**src/rtl/mem_test_pkg.sv**
```systemverilog
// rtl/mem_test_pkg.sv - shared widths and FSM encoding for the RAM readback path
package mem_test_pkg;

    typedef enum logic [2:0] {
        S_IDLE,
        S_ISSUE,
        S_WAIT,
        S_LOAD,
        S_SEND,
        S_DONE
    } rb_state_t;

    // Width of one packed RAM word: burst_index results of (no_of_digits+1) signed digits.
    function automatic int calc_w(input int no_of_digits, input int radix_bits, input int burst_index);
        return (no_of_digits + 1) * radix_bits * burst_index;
    endfunction

    function automatic int calc_nb(input int w);
        return (w + 7) / 8;
    endfunction

endpackage

```
**src/rtl/mem_readback_word_serializer.sv**
```systemverilog
// rtl/mem_readback_word_serializer.sv - word_serializer: wide word to byte stream with valid/ready
module word_serializer #(
    parameter int W  = 18,
    parameter int NB = 3
) (
    input  logic         clk,
    input  logic         reset,
    input  logic         load,
    input  logic [W-1:0] data,
    output logic [7:0]   tx_data,
    output logic         tx_valid,
    input  logic         tx_ready,
    output logic         last_xfer
);

    localparam int CW = (NB > 1) ? $clog2(NB) : 1;
    localparam logic [CW-1:0] LAST_BYTE = CW'(NB - 1);

    logic [NB*8-1:0] shreg;
    logic [CW-1:0]   byte_cnt;
    logic            xfer;

    assign xfer      = tx_valid && tx_ready;
    assign last_xfer = xfer && (byte_cnt == LAST_BYTE);
    // Output byte is always the low byte of the shift register, so it cannot move during a stall.
    assign tx_data   = shreg[7:0];

    always_ff @(posedge clk) begin
        if (!reset) begin
            shreg    <= '0;
            byte_cnt <= '0;
            tx_valid <= 1'b0;
        end else if (load) begin
            shreg    <= (NB*8)'(data);
            byte_cnt <= '0;
            tx_valid <= 1'b1;
        end else if (xfer) begin
            shreg    <= shreg >> 8;
            byte_cnt <= byte_cnt + CW'(1);
            if (byte_cnt == LAST_BYTE) begin
                tx_valid <= 1'b0;
            end
        end
    end

endmodule

```
**src/rtl/mem_readback.sv**
```systemverilog
// rtl/mem_readback.sv - sweeps every RAM word and streams it out LSB byte first
module mem_readback
    import mem_test_pkg::*;
#(
    parameter int no_of_digits    = 8,
    parameter int radix_bits      = 3,
    parameter int burst_index     = 8,
    parameter int address_width   = 14,
    parameter int max_ram_address = 1024,
    parameter int ram_latency     = 2,
    localparam int W              = calc_w(no_of_digits, radix_bits, burst_index),
    localparam int NB             = calc_nb(W)
) (
    input  logic                     clk,
    input  logic                     reset,
    input  logic                     start,
    output logic [address_width-1:0] ram_addr,
    output logic                     ram_rden,
    input  logic [W-1:0]             ram_q,
    output logic [7:0]               tx_data,
    output logic                     tx_valid,
    input  logic                     tx_ready,
    output logic                     busy,
    output logic                     done
);

    localparam logic [address_width-1:0] LAST_ADDR = address_width'(max_ram_address - 1);
    localparam logic [7:0]               LAT_INIT  = 8'(ram_latency - 1);

    rb_state_t  state;
    logic [7:0] lat_cnt;
    logic       last_xfer;
    logic       load;

    assign load = (state == S_LOAD);

    word_serializer #(
        .W  (W),
        .NB (NB)
    ) u_ser (
        .clk       (clk),
        .reset     (reset),
        .load      (load),
        .data      (ram_q),
        .tx_data   (tx_data),
        .tx_valid  (tx_valid),
        .tx_ready  (tx_ready),
        .last_xfer (last_xfer)
    );

    always_ff @(posedge clk) begin
        if (!reset) begin
            state    <= S_IDLE;
            ram_addr <= '0;
            ram_rden <= 1'b0;
            busy     <= 1'b0;
            done     <= 1'b0;
            lat_cnt  <= '0;
        end else begin
            ram_rden <= 1'b0;
            done     <= 1'b0;
            case (state)
                S_IDLE: begin
                    if (start) begin
                        state    <= S_ISSUE;
                        ram_addr <= '0;
                        ram_rden <= 1'b1;
                        busy     <= 1'b1;
                    end
                end
                S_ISSUE: begin
                    lat_cnt <= LAT_INIT;
                    state   <= (ram_latency == 1) ? S_LOAD : S_WAIT;
                end
                S_WAIT: begin
                    lat_cnt <= lat_cnt - 8'd1;
                    if (lat_cnt == 8'd1) begin
                        state <= S_LOAD;
                    end
                end
                S_LOAD: begin
                    state <= S_SEND;
                end
                S_SEND: begin
                    // The next read is issued straight from the last handshake, so no bubble beyond ISSUE.
                    if (last_xfer) begin
                        if (ram_addr == LAST_ADDR) begin
                            state <= S_DONE;
                            done  <= 1'b1;
                        end else begin
                            ram_addr <= ram_addr + address_width'(1);
                            ram_rden <= 1'b1;
                            state    <= S_ISSUE;
                        end
                    end
                end
                S_DONE: begin
                    state    <= S_IDLE;
                    busy     <= 1'b0;
                    ram_addr <= '0;
                end
                default: begin
                    state <= S_IDLE;
                end
            endcase
        end
    end

endmodule

```
**config.mk**
```make
export PLATFORM = sky130hd
export DESIGN_NAME = mem_readback
export DESIGN_NICKNAME = d
export VERILOG_FILES = /design/src/rtl/mem_test_pkg.sv /design/src/rtl/mem_readback_word_serializer.sv /design/src/rtl/mem_readback.sv
export SDC_FILE = /design/constraint.sdc
export NUM_CORES = 1
export LEC_CHECK = 0
export ABC_AREA = 1
export BUFFER_PORTS_ARGS = -buffer_cell sky130_fd_sc_hd__clkbuf_2
export CAP_MARGIN = 25
export CORE_ASPECT_RATIO = 2
export CORE_MARGIN = 2
export CORE_UTILIZATION = 35
export DETAILED_ROUTE_END_ITERATION = 10
export PLACE_DENSITY = 0.53
export SLEW_MARGIN = 10
export SYNTH_ARGS = -nofsm -noshare
export SYNTH_HDL_FRONTEND = slang
export SYNTH_HIERARCHICAL = 1
export SYNTH_SLANG_ARGS = --single-unit
```
**constraint.sdc**
```tcl
create_clock -name clk -period 4 [get_ports clk]
set_input_delay 0 -clock clk [delete_from_list [all_inputs] [get_ports clk]]
set_output_delay 0 -clock clk [all_outputs]
set_load 0.005 [all_outputs]
```
* Yosys cells after proc, flatten, opt, wreduce, memory -nomap -nowiden *
Index checks and enable logic that the tools add are counted.

storage, ports and cells
  bits in registers = 250
  bits of input ports = 220
  output and inout port bits = 26
  word-level logic and storage cells = 61

operators by class
  add/sub/neg operators = 3
  equality and inequality tests = 12
  muxes and demuxes = 22
  bitwise logic cells = 1
  reduce and logical (&&, ||, !) cells = 14

operators with widths
  kind                                               count
  2-to-1 mux 216 bit                                 2
  2-to-1 mux 14 bit                                  3
  case mux 14 bit (3 select lines)                   1
  case mux 8 bit (2 select lines)                    1
  case mux 3 bit (5 select lines)                    1
  adder 14 x 1 -> 14 bit (second input constant)     1
  == test 14 x 10 -> 1 bit (second input constant)   1
  2-to-1 mux 3 bit                                   4
  == test 8 x 1 -> 1 bit (second input constant)     1
  2-to-1 mux 1 bit                                   8
  inequality test 2 bit (second input constant)      4
  nonzero test 2 bit                                 4
  subtractor 8 x 1 -> 8 bit (second input constant)  1
  == test 3 x 2 -> 1 bit (second input constant)     2
  == test 3 bit (second input constant)              2
  AND reduction 3 bit                                2
  adder 5 x 1 -> 5 bit (second input constant)       1
  == test 5 bit (second input constant)              1
  case mux 1 bit (2 select lines)                    2
  AND reduction 2 bit                                2
  AND reduction 4 bit                                1
  == test 3 x 1 -> 1 bit (second input constant)     1
  logical NOT 3 bit                                  1
  nonzero test 3 bit                                 1
  other kinds (3)                                    4

* Longest topological paths before layout *
Gate-level depths: netlist of the first run.

  word-level depth = 4
  gate-level depth with buffers = 14
  depth with buffers taken out = 14

* Cells and area by module *
The synthesis of the first run kept the hierarchy.

by module, submodules not included
  module           times used  cells an instance  area each (um^2)  sequential area each (um^2)
  word_serializer  1           1657               10503.8           4444.3
  mem_readback     1           260                1709.1            560.5

* Worst setup path before layout of the first run *
OpenSTA, ideal clock, no wires.

  path kind = register -> register
  start point = reg state[0]
  end point = reg u_ser.shreg[197]
  library setup time = 0.132 ns
  data arrival time = 1.540 ns
  setup slack = 2.328 ns
  stages on the path, launching flop included = 9
  buffers on the path = 3
  clock period less this slack = 1.672 ns
  cells stage by stage = dfxtp_1 -> nand2_1 -> nor2_1 -> buf_2 -> buf_2 -> clkbuf_1 -> o21ai_0 -> nand2_1 -> a21oi_1

on the way
  word-level cells in the longest chain between the ends = 2
  elaborated cells on any way between the ends = 3
  those cells by class = 1 x eq/ne; 1 x mux; 1 x reduce/logical

RTL lines
  element                                                   line                                text
  start, declared                                           mem_readback.sv:30                  rb_state_t state;
  start signal, assigned                                    mem_readback.sv:73                  state <= (ram_latency == 1) ? S_LOAD : S_WAIT;
  == test 3 x 2 -> 1 bit *                                  mem_readback.sv:35                  assign load = (state == S_LOAD);
  named net load                                            mem_readback.sv:33                  logic load;
  2-to-1 mux 216 bit or nonzero test 2 bit (tied branches)  n/a
  end signal, assigned                                      mem_readback_word_serializer.sv:34  shreg <= (NB*8)'(data);
  end signal, assigned                                      mem_readback_word_serializer.sv:38  shreg <= shreg >> 8;
  end, declared                                             mem_readback_word_serializer.sv:19  logic [NB*8-1:0] shreg;

Mark *: on every way through the listed nets, which the timed path passes. The rest lies on a longest branch.
A chain may end at the register's enable or synchronous reset.

* Final worst setup path of the first run *
  start point = reg state[0]
  end point = reg u_ser.shreg[123]

Same word-level chain as after synthesis.

==> out/results.tsv, run 1 <==
metric	value	unit
drive_above_1_share	0.140	
p_sw	2.04	mW
cts-root-buf	clkbuf_16	
synth_cells	1917	
sw_frac_of_total	0.311	
grt_pass1_wl	58800	um
synthFlopType	dfxtp_1	
drtPass1Iterations	5	
vias	12700	
grt_max_degree	218	
hp-class	in -> reg	
syn-cell-area	0.0122	mm^2
clock_path_buffers	3	
worstSetupPathType	reg -> reg	
synth-edff-count	0	
slowest_delay	0.48	ns
fin_crit	2.32	ns
worstSetupStartpoint	state[0]	
whs_path_depth	4	
routabilityCongestion	0.796	
fin_crit_sh	0.579	
stdcell_area	0.0166	mm^2
dp_slack	1.77	ns
tightestPinTransition	1.19	ns
pwr-share-seq	0.398	
multi_input_area	0.00569	mm^2
startpoint_type	flop	
post_cts_resized	0	
p_int	4.52	mW
regToRegStartpoint	state[0]	
cp-end-kind	flop	
yosysSeqAreaShare	0.410	
report.final.slew_viol_count	0	
clock-sinks	250	
rrSetupSlack	1.68	ns
instances_no_fill	2752	
ant_nets	0	
final_nets	2514	
portBuffers	245	
tritoncts	yes	
rsz0062_at_grt	false	
insertion_delay	0.55	ns
status	completed	
reg2reg_depth	7	
critPathCapture	u_ser/shreg[123]	
post_drt_wl_per_cell	13.5	um
ys_types	34	
crit_top_cell	nand2_1	
dp_hpwl	22800	um
fillerInstances	3522	
grt_usage	0.198	
max_slew_margin	0.207	
required	4.47	ns
cts_buffers	25	
die_w	136	um
drtIter0Drc	635	
power_frac_comb	0.216	
htreeDepth	1	
cp_max_fo	208	
core	0.0344	mm^2
fmax	0.431	GHz
syn_nets	2142	
ir_drop	338	uV
power_frac_clock	0.386	
synth_area_per_cell	6.37	um^2
die_h	268	um
path_cells	nand2_1 -> nor2_4 -> inv_2 -> nand2_8 -> buf_12 -> nand2_1 -> a21oi_1	
start_util	0.356	
setup_tns	0	ns
num_rows	96	
overflow	0	
drc_errors	0	
worst_slack	1.68	ns
hold_violations	0	
antenna_found_initial	3	
routed_wl	37200	um
critPathSlowestCell	buf_12	
routed_via_density	4.62	
post_cts_buffers	0	
ys_ff_latch	250	
async_flop_share	0	
ios	246	
setup_viol	0	
cap_violations	0	
fp.dieArea	0.0365	mm^2
worstPathArrival	2.79	ns
synth_warnings	6	
dp_cells	2481	
place_area	0.0135	mm^2
clk_pin_slew_worst_paths	0.07	ns
finalPower	6.55	mW
syn_to_final_growth	36.3	%
regArea	0.00500	mm^2
skew	0.0211	ns
reg2reg_to	u_ser/shreg[123]	
power_density	394	mW/mm^2
leakage	5.94	nW
grt_pass1_vias	12500	
==> per-layer routing <==
| metal | GRT usage | vias up | part of all wire |
|---|---|---|---|
| met3 | 0.0258 | 92 | 0.039 |
| met4 | 0.0983 | 0 | 0.045 |
| met5 | 0 | - | 0 |
| met2 | 0.382 | 275 | 0.53 |
| li1 | - | 6685 | - |
| met1 | 0.205 | 5659 | 0.38 |
==> cells in the final DEF, fill, tap and decap left out, types with 3 or more instances in the layout <==
cell,synthesis,routed
a21oi_2,5,5
buf_4,10,3
nor2_4,5,6
clkbuf_2,0,245
nor3_1,3,3
inv_6,0,3
clkbuf_16,0,25
dlygate4sd3_1,0,221
clkbuf_1,62,6
inv_1,242,241
a21oi_1,235,235
buf_12,0,5
bufinv_16,0,4
nand3_1,26,26
o21bai_1,4,4
o21ai_0,216,216
inv_2,4,3
dfxtp_1,250,250
nand4_1,4,4
nand2_2,7,6
clkinv_2,0,5
diode_2,0,3
nor2_1,41,40
clkbuf_8,0,3
ha_1,5,5
nand2_1,724,724
==> stage by stage <==
stage	hold slack, ns	util
CTS	0.212	0.484
global route	0.254	0.485
finish	0.247	0.485
detailed placement	0.245	0.394
floorplan	0.149	-
global placement	0.241	0.394
==> registers in the layout (all words and copies together), names as in the netlist <==
| register | cells |
|---|---|
| u_ser/tx_valid | 1 |
| done | 1 |
| u_ser/shreg | 216 |
| lat_cnt | 8 |
| state | 3 |
| ram_rden | 1 |
| busy | 1 |
| u_ser/byte_cnt | 5 |
| ram_addr | 14 |
==> power by group through the flow <==
| stage | clock, mW | sequential (mW) | combinational, mW |
|---|---|---|---|
| after floorplan | 0 | 2.65 | 0.900 |
| after global placement | 0 | 2.66 | 1.23 |
| after detailed placement | 0 | 2.66 | 1.24 |
| after CTS | 2.62 | 2.61 | 1.42 |
| after global routing | 2.71 | 2.61 | 1.58 |
| final | 2.53 | 2.61 | 1.41 |
==> cell usage after synthesis (all sizes together) (5+ instances only) <==
cell type / number / area share
nor2: 48 / 0.018
nand3: 27 / 0.012
o21ai: 216 / 0.089
ha: 5 / 0.0051
a21oi: 240 / 0.10
dfxtp: 250 / 0.41
buf: 68 / 0.031
inv: 246 / 0.076
nand2: 733 / 0.23
clkbuf: 62 / 0.019
==> final cells by class <==
class,instances,share of cell area
Antenna cell,3,0.000451
Clock buffer,34,0.0414
Sequential cell,250,0.301
Multi-Input combinational cell,1290,0.342
Tap cell,441,0.0331
Timing Repair Buffer,475,0.216
Inverter,247,0.0566
Clock inverter,12,0.0104
==> worst min-delay path by stage <==
stage,from,end,slack [ns]
after CTS,ram_q[215],u_ser/shreg[215],0.21
after detailed placement,ram_q[215],u_ser/shreg[215],0.24
after floorplan,ram_q[208],u_ser/shreg[208],0.15
after global routing,ram_q[211],u_ser/shreg[211],0.25
final,ram_q[215],u_ser/shreg[215],0.25
after global placement,ram_q[212],u_ser/shreg[212],0.24
==> what timing repair did <==
item / 4_1_cts / 5_1_grt
hold endpoints to repair: 225 / 0
endpoints found under the setup margin: 0 / 0
hold buffers: 221 / 0
==> critical path, delay by kind of cell, from the launching register on <==
family	cells	cell delay [ns]
and+or+nand+nor	4	0.63
buffers and inverters	2	0.58
AOI/OAI and AO/OA	1	0.16
DFF	1	0.47
==> cells by family after synthesis <==
group / synth area share
buffers and inverters: 0.126
AO/OA/AOI/OAI: 0.194
flip-flops: 0.410
XOR/XNOR: 0.000717
AND/OR/NAND/NOR: 0.265
adder cells (fa/ha/maj): 0.00512
Note: power is estimated with default switching activity, not from simulation.
==> run 2: changes to the inputs <==
==> constraint.sdc (replaced) <==
create_clock -name clk -period 2.4 [get_ports clk]
set_input_delay 0 -clock clk [delete_from_list [all_inputs] [get_ports clk]]
set_output_delay 0 -clock clk [all_outputs]
set_load 0.005 [all_outputs]
==> out/results.tsv, run 2 (synthesis gave the netlist of run 1 again) <==
metric	value	unit	change
status	completed		unchanged
instances_no_fill	2760		was 2752
clock-sinks	250		unchanged
largest_register_ffs	216		unchanged
htreeDepth	1		unchanged
report.final.slew_viol_count	0		unchanged
fmax	0.489	GHz	was 0.431 GHz
drtIter0Drc	675		was 635
worstSetupStartpoint	state[0]		unchanged
final_nets	2525		was 2514
reg.largest.list	u_ser/shreg (216), ram_addr (14), lat_cnt (8)		unchanged
grt_max_degree	130		was 218
cp-end-kind	flop		unchanged
dp_hpwl	24300	um	was 22800 um
cp_max_fo	117		was 208
routabilityCongestion	0.792		was 0.796
leakage	5.98	nW	was 5.94 nW
syn_to_final_growth	36.8	%	was 36.3%
startpoint_type	flop		unchanged
num_rows	96		unchanged
routed_wl	38300	um	was 37200 um
clock_path_buffers	3		unchanged
portBuffers	245		unchanged
drtPass1Iterations	5		unchanged
cap_violations	0		unchanged
holdCritStartpoint	ram_q[212]		was ram_q[215]
worstSetupPathType	reg -> reg		unchanged
max_slew_margin	0.423		was 0.207
die_h	268	um	unchanged
start_util	0.356		unchanged
fin_crit	2.05	ns	was 2.32 ns
antenna_found_initial	2		was 3
rsz0062_at_grt	false		unchanged
gr-usage-met3	0.0257		was 0.0258
tritoncts	yes		unchanged
insertion_delay	0.54	ns	was 0.55 ns
power_density	642	mW/mm^2	was 394 mW/mm^2
overflow	0		unchanged
fin_crit_sh	0.852		was 0.579
routed_via_density	4.65		was 4.62
final_cell_mix	nand2_1 (724), dfxtp_1 (250), clkbuf_2 (245)		unchanged
grt.busiest_layer	met2		unchanged
cts-root-buf	clkbuf_16		unchanged
cts_buffers	27		was 25
drc_errors	0		unchanged
post_cts_resized	0		unchanged
skew	0.0189	ns	was 0.0211 ns
met2_usage	0.386		was 0.382
die_w	136	um	unchanged
post_drt_wl_per_cell	13.9	um	was 13.5 um
clk_pin_slew_worst_paths	0.06	ns	was 0.07 ns
grt_pass1_vias	12400		was 12500
vias	12800		was 12700
drive_above_1_share	0.142		was 0.140
rrSetupSlack	0.35	ns	was 1.68 ns
setup_viol	0		unchanged
tightestPinTransition	0.864	ns	was 1.19 ns
grt_pass1_wl	60200	um	was 58800 um
worstPathArrival	2.51	ns	was 2.79 ns
dp_cells	2492		was 2481
setup_tns	0	ns	unchanged
ir_drop	575	uV	was 338 uV
hold_violations	0		unchanged
regToRegStartpoint	state[0]		unchanged
largest_register	u_ser/shreg		unchanged
fp.dieArea	0.0365	mm^2	unchanged
ios	246		unchanged
hp-class	in -> reg		unchanged
grt_usage	0.204		was 0.198
layout_commonest_cell	nand2_1		unchanged
required	2.86	ns	was 4.47 ns
ant_nets	0		unchanged
core	0.0344	mm^2	unchanged
use_met1	0.214		was 0.205
run 2: final timing paths:
path                      endpoint  cells after the start
setup / recovery  u_ser/shreg[137]                      8
hold / removal    u_ser/shreg[212]                      4
setup reg to reg  u_ser/shreg[137]                      8
hold reg to reg   u_ser/shreg[215]                      2
run 2: where the power goes:
group | switching (mW) | internal [mW]
clock network | 1.71 | 2.22
registers | 0.0966 | 4.26
logic | 1.57 | 0.868
total | 3.38 | 7.35
run 2: area by class of cell:
type | instances | area (um^2)
Clock inverter | 4 | 26.3
Antenna cell | 2 | 5.00
Tap cell | 441 | 552
Sequential cell | 250 | 5000
Clock buffer | 42 | 782
Timing Repair Buffer | 484 | 3710
Inverter | 247 | 942
Fill cell | 3538 | 17600
Multi-Input combinational cell | 1290 | 5690
run 2: repair_timing:
action | 4_1_cts | 5_1_grt
hold buffers | 220 | 0
setup buffers | 0 | 0
hold endpoints to repair | 226 | 0
run 2: through the flow:
step                      hold slack [ns]  total power, mW  area (um^2)  setup WS (ns)  utilization
after floorplan                     0.149             5.91        12200          0.728            -
after global placement              0.242             6.58        13700          0.449        0.399
after detailed placement            0.246             6.59        13700          0.390        0.399
after CTS                           0.219             10.9        16700          0.380        0.486
after global routing                0.249             11.3        16700          0.159        0.486
final                               0.263             10.7        16700          0.354        0.486
run 2: routing by layer:
metal,up-vias,share of wire
li1,6701,-
met1,5745,0.39
met2,285,0.53
met3,98,0.040
met4,0,0.050
met5,-,0
run 2: critical path, stage by stage, from the launching register on:
cell and delay (ns):
dfxtp_1 0.46, nand2_1 0.17, nor2_4 0.20, buf_12 0.38
buf_4 0.32, nand2_1 0.07, o21ai_0 0.08, nand2_1 0.07
a21oi_1 0.14
